--- config.mk ---
export PLATFORM = sky130hd
export DESIGN_NAME = tx_mac_arb_flat
export DESIGN_NICKNAME = d
export VERILOG_FILES = /design/src/rtl/tx_mac_arb_if.sv /design/src/rtl/tx_mac_arb.sv /design/src/flat_wrapper.sv
export SDC_FILE = /design/constraint.sdc
export NUM_CORES = 1
export LEC_CHECK = 0
export CAP_MARGIN = 20
export CORE_MARGIN = 2
export CORE_UTILIZATION = 40
export DETAILED_ROUTE_END_ITERATION = 8
export GPL_TIMING_DRIVEN = 0
export PLACE_DENSITY = 0.85
export SETUP_SLACK_MARGIN = 0.05
export SLEW_MARGIN = 20
export SYNTH_ARGS = -nofsm -noshare
export SYNTH_HDL_FRONTEND = slang
export SYNTH_SLANG_ARGS = --single-unit
--- constraint.sdc ---
create_clock -name clk -period 3.8 [get_ports clk]
set_input_delay 0.76 -clock clk [delete_from_list [all_inputs] [get_ports clk]]
set_output_delay 0.76 -clock clk [all_outputs]
set_load 0.02 [all_outputs]
--- src/rtl/tx_mac_arb_if.sv ---
// Valid/ready packet stream bundle (data, framing, byte modulo) shared by the
// IP and ARP sources and the merged MAC sink.
interface tx_mac_arb_if #(
    parameter int unsigned DATA_W = 32
);
    logic [DATA_W-1:0] data;
    logic              vld;
    logic              sop;
    logic              eop;
    logic [1:0]        mod;
    logic              rdy;

    modport master (output data, vld, sop, eop, mod, input  rdy);
    modport slave  (input  data, vld, sop, eop, mod, output rdy);
endinterface

--- src/rtl/tx_mac_arb.sv ---
// Packet-level round-robin arbiter merging the IP and ARP transmit streams
// into one registered MAC stream, with per-source packet and drop counters.
module tx_mac_arb #(
    parameter int unsigned DATA_W = 32,
    parameter int unsigned CNT_W  = 16
) (
    input  logic             clk,
    input  logic             rst,
    tx_mac_arb_if.slave      ip,
    tx_mac_arb_if.slave      arp,
    tx_mac_arb_if.master     mac,
    output logic             mac_src,
    output logic [CNT_W-1:0] pkt_cnt_ip,
    output logic [CNT_W-1:0] pkt_cnt_arp,
    output logic [CNT_W-1:0] drop_cnt
);

    typedef enum logic [1:0] {IDLE, GNT_IP, GNT_ARP} state_e;

    state_e            state_q, state_d;
    logic              last_arp_q, last_arp_d;
    logic [DATA_W-1:0] mac_data_q, mac_data_d;
    logic              mac_vld_q, mac_vld_d;
    logic              mac_sop_q, mac_sop_d;
    logic              mac_eop_q, mac_eop_d;
    logic [1:0]        mac_mod_q, mac_mod_d;
    logic              mac_src_q, mac_src_d;
    logic [CNT_W-1:0]  pkt_cnt_ip_q, pkt_cnt_ip_d;
    logic [CNT_W-1:0]  pkt_cnt_arp_q, pkt_cnt_arp_d;
    logic [CNT_W-1:0]  drop_cnt_q, drop_cnt_d;

    logic              ip_rdy_c, arp_rdy_c, out_free_c;
    logic              sel_arp_c, beat_acc_c, beat_eop_c;

    // Grant selection, ready generation and output-register loading.
    always_comb begin
        state_d       = state_q;
        last_arp_d    = last_arp_q;
        mac_data_d    = mac_data_q;
        mac_vld_d     = mac_vld_q;
        mac_sop_d     = mac_sop_q;
        mac_eop_d     = mac_eop_q;
        mac_mod_d     = mac_mod_q;
        mac_src_d     = mac_src_q;
        pkt_cnt_ip_d  = pkt_cnt_ip_q;
        pkt_cnt_arp_d = pkt_cnt_arp_q;
        drop_cnt_d    = drop_cnt_q;
        ip_rdy_c      = 1'b0;
        arp_rdy_c     = 1'b0;
        out_free_c    = !mac_vld_q || mac.rdy;
        sel_arp_c     = (state_q == GNT_ARP);
        beat_acc_c    = 1'b0;
        beat_eop_c    = sel_arp_c ? arp.eop : ip.eop;

        if (mac_vld_q && mac.rdy) begin
            mac_vld_d = 1'b0;
            mac_sop_d = 1'b0;
            mac_eop_d = 1'b0;
        end

        unique case (state_q)
            IDLE: begin
                // Beats without sop have no open packet: sink them so they cannot block.
                ip_rdy_c  = ip.vld && !ip.sop;
                arp_rdy_c = arp.vld && !arp.sop;
                if (ip.vld && ip.sop && arp.vld && arp.sop) begin
                    state_d = last_arp_q ? GNT_IP : GNT_ARP;
                end else if (ip.vld && ip.sop) begin
                    state_d = GNT_IP;
                end else if (arp.vld && arp.sop) begin
                    state_d = GNT_ARP;
                end
            end
            GNT_IP:  ip_rdy_c  = out_free_c;
            GNT_ARP: arp_rdy_c = out_free_c;
            default: state_d   = IDLE;
        endcase

        if (rst) begin
            ip_rdy_c  = 1'b0;
            arp_rdy_c = 1'b0;
        end

        if (state_q == IDLE) begin
            drop_cnt_d = drop_cnt_q + CNT_W'(ip_rdy_c && ip.vld) + CNT_W'(arp_rdy_c && arp.vld);
        end else begin
            beat_acc_c = sel_arp_c ? (arp.vld && arp_rdy_c) : (ip.vld && ip_rdy_c);
        end

        if (beat_acc_c) begin
            mac_data_d = sel_arp_c ? arp.data : ip.data;
            mac_vld_d  = 1'b1;
            mac_sop_d  = sel_arp_c ? arp.sop : ip.sop;
            mac_eop_d  = beat_eop_c;
            mac_mod_d  = beat_eop_c ? (sel_arp_c ? arp.mod : ip.mod) : 2'b00;
            mac_src_d  = sel_arp_c;
            if (beat_eop_c) begin
                state_d    = IDLE;
                last_arp_d = sel_arp_c;
                if (sel_arp_c) pkt_cnt_arp_d = pkt_cnt_arp_q + CNT_W'(1);
                else           pkt_cnt_ip_d  = pkt_cnt_ip_q + CNT_W'(1);
            end
        end
    end

    // State and output registers; reset aborts any open packet.
    always_ff @(posedge clk or posedge rst) begin
        if (rst) begin
            state_q       <= IDLE;
            last_arp_q    <= 1'b1;
            mac_data_q    <= '0;
            mac_vld_q     <= 1'b0;
            mac_sop_q     <= 1'b0;
            mac_eop_q     <= 1'b0;
            mac_mod_q     <= 2'b00;
            mac_src_q     <= 1'b0;
            pkt_cnt_ip_q  <= '0;
            pkt_cnt_arp_q <= '0;
            drop_cnt_q    <= '0;
        end else begin
            state_q       <= state_d;
            last_arp_q    <= last_arp_d;
            mac_data_q    <= mac_data_d;
            mac_vld_q     <= mac_vld_d;
            mac_sop_q     <= mac_sop_d;
            mac_eop_q     <= mac_eop_d;
            mac_mod_q     <= mac_mod_d;
            mac_src_q     <= mac_src_d;
            pkt_cnt_ip_q  <= pkt_cnt_ip_d;
            pkt_cnt_arp_q <= pkt_cnt_arp_d;
            drop_cnt_q    <= drop_cnt_d;
        end
    end

    assign ip.rdy      = ip_rdy_c;
    assign arp.rdy     = arp_rdy_c;
    assign mac.data    = mac_data_q;
    assign mac.vld     = mac_vld_q;
    assign mac.sop     = mac_sop_q;
    assign mac.eop     = mac_eop_q;
    assign mac.mod     = mac_mod_q;
    assign mac_src     = mac_src_q;
    assign pkt_cnt_ip  = pkt_cnt_ip_q;
    assign pkt_cnt_arp = pkt_cnt_arp_q;
    assign drop_cnt    = drop_cnt_q;

endmodule

--- src/flat_wrapper.sv ---
// flat-port wrapper written by rule: the top's interface ports become plain ports
module tx_mac_arb_flat 
#(
    parameter int unsigned DATA_W = 32,
    parameter int unsigned CNT_W  = 16
)
  (clk, rst, mac_src, pkt_cnt_ip, pkt_cnt_arp, drop_cnt, ip_data, ip_vld, ip_sop, ip_eop, ip_mod, ip_rdy, arp_data, arp_vld, arp_sop, arp_eop, arp_mod, arp_rdy, mac_data, mac_vld, mac_sop, mac_eop, mac_mod, mac_rdy);
  tx_mac_arb_if #(.DATA_W(DATA_W)) ip_i ();
  tx_mac_arb_if #(.DATA_W(DATA_W)) arp_i ();
  tx_mac_arb_if #(.DATA_W(DATA_W)) mac_i ();
  input  logic clk;
  input  logic rst;
  output logic mac_src;
  output logic [CNT_W-1:0] pkt_cnt_ip;
  output logic [CNT_W-1:0] pkt_cnt_arp;
  output logic [CNT_W-1:0] drop_cnt;
  input wire logic [$bits(ip_i.data)-1:0] ip_data;
  input wire logic [$bits(ip_i.vld)-1:0] ip_vld;
  input wire logic [$bits(ip_i.sop)-1:0] ip_sop;
  input wire logic [$bits(ip_i.eop)-1:0] ip_eop;
  input wire logic [$bits(ip_i.mod)-1:0] ip_mod;
  output wire logic [$bits(ip_i.rdy)-1:0] ip_rdy;
  input wire logic [$bits(arp_i.data)-1:0] arp_data;
  input wire logic [$bits(arp_i.vld)-1:0] arp_vld;
  input wire logic [$bits(arp_i.sop)-1:0] arp_sop;
  input wire logic [$bits(arp_i.eop)-1:0] arp_eop;
  input wire logic [$bits(arp_i.mod)-1:0] arp_mod;
  output wire logic [$bits(arp_i.rdy)-1:0] arp_rdy;
  output wire logic [$bits(mac_i.data)-1:0] mac_data;
  output wire logic [$bits(mac_i.vld)-1:0] mac_vld;
  output wire logic [$bits(mac_i.sop)-1:0] mac_sop;
  output wire logic [$bits(mac_i.eop)-1:0] mac_eop;
  output wire logic [$bits(mac_i.mod)-1:0] mac_mod;
  input wire logic [$bits(mac_i.rdy)-1:0] mac_rdy;
  assign ip_i.data = ip_data;
  assign ip_i.vld = ip_vld;
  assign ip_i.sop = ip_sop;
  assign ip_i.eop = ip_eop;
  assign ip_i.mod = ip_mod;
  assign ip_rdy = ip_i.rdy;
  assign arp_i.data = arp_data;
  assign arp_i.vld = arp_vld;
  assign arp_i.sop = arp_sop;
  assign arp_i.eop = arp_eop;
  assign arp_i.mod = arp_mod;
  assign arp_rdy = arp_i.rdy;
  assign mac_data = mac_i.data;
  assign mac_vld = mac_i.vld;
  assign mac_sop = mac_i.sop;
  assign mac_eop = mac_i.eop;
  assign mac_mod = mac_i.mod;
  assign mac_i.rdy = mac_rdy;
  tx_mac_arb #(.DATA_W(DATA_W), .CNT_W(CNT_W)) u_core (.clk(clk), .rst(rst), .ip(ip_i), .arp(arp_i), .mac(mac_i), .mac_src(mac_src), .pkt_cnt_ip(pkt_cnt_ip), .pkt_cnt_arp(pkt_cnt_arp), .drop_cnt(drop_cnt));
endmodule
==> results.json <==
{
  "fp.dieArea_um2": 11700,
  "min_period_ns": 3.30,
  "synth.net_count": 431,
  "power_frac_comb_pct": 44.8,
  "drtIter0Drc": 85,
  "synth_edf_count": 0,
  "power_frac_clock_pct": 19.1,
  "area_growth_pct": 47.7,
  "post_dp_cell_area_um2": 6190,
  "synth_top_cell_area_share_pct": 50.6,
  "grt_busiest_layer": "met2",
  "required_ns": 3.04,
  "ff_latch_area_um2": 2230,
  "numCtsBuffers": 9,
  "synthFlopType": "dfrtp_1",
  "hold_viol": 0,
  "tns_ns": 0,
  "die_w_um": 108,
  "cts_num_sinks": 89,
  "fmax_mhz": 303,
  "num_rows": 38,
  "crit_type": "in -> out",
  "cts_tree": "built",
  "final_common_cell": "clkdlybuf4s50_1",
  "cts_setup_buffers": 0,
  "drt_pass1_iterations": 6,
  "dp_hpwl_um": 8200,
  "whs_path_depth": 1,
  "gr-usage-all-layers_pct": 18.7,
  "tightest_slew_ns": 0.669,
  "arrival_ns": 2.54,
  "final_cell_area_um2": 6420,
  "p_leak_nw": 2.67,
  "slowest_stage": "clkdlybuf4s50_1",
  "fin_nets": 607,
  "multiInputGateArea_um2": 1990,
  "port_buffers": 164,
  "dp_cells": 655,
  "globalRoute.totalOverflow": 0,
  "yosysSeqAreaShare_pct": 51.3,
  "grt_pass1_wl_um": 16900,
  "reg2reg_depth": 11,
  "crit_path_max_fanout": 4,
  "grt_pass1_vias": 3360,
  "cts_buffer_depth": 2,
  "p_switching_w": 0.00130,
  "layout_common_cells": "clkdlybuf4s50_1, dfrtp_1, mux2_2",
  "hp-start": "u_core.pkt_cnt_arp[15]",
  "hold_path.class": "reg -> reg",
  "drive_above_1_share_pct": 21.1,
  "synth.area.top_cells": "dfrtp_1, mux2_2, xnor2_1, nand4_1, nand2_1",
  "ys_types": 41,
  "antenna_found_initial": 0,
  "crit_top_cell": "clkdlybuf4s50_1",
  "vdd_ir_drop_max_uv": 296,
  "p_int_w": 0.00254,
  "relSlewSlack_pct": 55.0,
  "pin_count": 165,
  "async_flop_share_pct": 100,
  "p_total_w": 0.00384,
  "r2r_start": "u_core.state_q[1]",
  "crit_family": "buffers and inverters",
  "die_y_um": 108,
  "viasPerCell": 4.97,
  "htreeDepth": 3,
  "gr-usage-met2_pct": 32.3,
  "cts.clk_slew.worst_paths_ns": 0.09,
  "netSwitchingFraction_pct": 33.8,
  "syn_inst": 350,
  "final_cells": 671,
  "cts_resized": 0,
  "n_antenna_cell": 0,
  "grtUsageMet3_pct": 4.28,
  "drc": 0,
  "initial_core_util_pct": 40.5,
  "maxCapViolations": 0,
  "routabilityCongestion": 0.804,
  "crit_chain": "clkdlybuf4s50_1 -> nand2b_1 -> and2_1 -> a21oi_1 -> nor3_1 -> clkdlybuf4s50_1",
  "worstSetupEndpointType": "output pin",
  "yosysWarnings": 0,
  "cp-startpoint": "mac_rdy",
  "worst-path-buf-inv": 2,
  "crit_cells": 6,
  "insertion_delay_ns": 0.36,
  "grt_max_degree": 47,
  "fillers": 880,
  "outcome": "finished, final reports clean",
  "worstSetupStartpointType": "input port",
  "synth_area_leader_cell": "dfrtp_1",
  "num_vias": 3335,
  "postCtsHoldBufs": 0,
  "drv_slew": 0,
  "slowest_delay_ns": 0.67,
  "wl_per_cell_um": 16.0,
  "p_seq_share_pct": 36.1,
  "core_area_um2": 10700,
  "setup_viol": 0,
  "grt_setup_unrepaired": "false",
  "ys_ff_latch": 89,
  "finalWirelength_um": 10700,
  "cts_root_buf": "clkbuf_8",
  "mappedNetlistArea_um2": 4350,
  "synth_area_per_cell_um2": 12.4,
  "power_density_nw_per_um2": 597,
  "fin_skew_ns": 0.0134,
  "min_period_over_period_pct": 86.9,
  "grt_use_met1_pct": 22.7,
  "ant_nets": 0
}
[registers in the layout (all words and copies together) (netlist names)]
| register | cells |
|---|---|
| u_core.drop_cnt | 16 |
| u_core.state_q | 2 |
| u_core.mac_src | 1 |
| u_core.mac.mod | 2 |
| u_core.mac.eop | 1 |
| u_core.mac.vld | 1 |
| u_core.pkt_cnt_ip | 16 |
| u_core.mac.data | 32 |
| u_core.pkt_cnt_arp | 16 |
| u_core.last_arp_q | 1 |
| u_core.mac.sop | 1 |
[Yosys cell counts (3+ instances only)]
| cell type | count |
|---|---|
| nor2_1 | 8 |
| nand2b_1 | 4 |
| a21oi_1 | 3 |
| nand4_1 | 19 |
| ha_1 | 3 |
| buf_6 | 5 |
| nor3_1 | 7 |
| and2_1 | 3 |
| o21ai_0 | 4 |
| xor2_1 | 6 |
| nand2_1 | 22 |
| clkbuf_1 | 4 |
| and3_1 | 9 |
| mux2i_1 | 3 |
| nor3_2 | 6 |
| and4_1 | 3 |
| mux2_2 | 68 |
| xnor2_1 | 38 |
| buf_2 | 3 |
| nand3_1 | 14 |
| dfrtp_1 | 88 |
| inv_1 | 8 |
[final timing paths]
| path | to | slack [ns] |
|---|---|---|
| min in group asynchronous | u_core.pkt_cnt_ip[8] | 0.98 |
| min | u_core.pkt_cnt_arp[15] | 0.47 |
| max reg2reg | u_core.drop_cnt[7] | 1.04 |
| max in group asynchronous | u_core.last_arp_q | 2.16 |
| min reg2reg | u_core.pkt_cnt_arp[15] | 0.47 |
| max | ip_rdy | 0.50 |
[per-stage QoR]
stage | util [%] | hold WS, ns | setup slack (ns)
global route | 59.8 | 0.504 | 0.373
detailed placement | 57.7 | 0.462 | 0.245
global placement | 57.4 | 0.466 | -0.765
floorplan | - | 0.483 | 0.735
finish | 59.8 | 0.471 | 0.497
CTS | 59.8 | 0.478 | 0.511
[power groups by stage]
stage,Clock [W],Combinational [W],Sequential (W)
final,0.000734,0.00172,0.00138
after global routing,0.000792,0.00184,0.00142
after CTS,0.000751,0.00174,0.00139
after detailed placement,0,0.00174,0.00141
after global placement,0,0.00170,0.00138
after floorplan,0,0.000670,0.00169
[layer usage]
layer  vias up  part of all wire (%)
li1       1582                     -
met5         -                     0
met2       130                    48
met4         0                   2.1
met1      1607                    42
met3        16                   8.1
[cells by family (layout without fill, tap and decap cells)]
logic type      Yosys count  after routing  share of synthesized area, %
fa+ha+maj                 4              4                          1.32
simple gates            109            109                          15.8
buf+inv                  22            203                          3.02
flops                    89             89                          51.3
compound gates           11             11                          1.44
mux                      71             71                          18.3
xor+xnor                 44             44                          8.86
[final cells by class]
type,instances,area share (%)
flip-flops and latches,89,34.7
multi-input cells,239,31.0
repair buffers,165,26.0
well taps,140,2.73
clock buffers,11,2.36
plain buffers,14,1.58
clock inverters,5,1.21
inverters,8,0.506
[worst reg2reg max path, stage by stage, from the launching register on]
cell,delay [ns]
dfrtp_1,0.36
buf_4,0.18
nor3b_1,0.20
a21oi_1,0.06
nor3_1,0.29
nand2_1,0.14
fa_1,0.46
and3b_1,0.25
and3_1,0.16
clkbuf_1,0.24
nand4_1,0.17
xnor2_1,0.15
No activity file was read; power rests on OpenSTA's default activity.
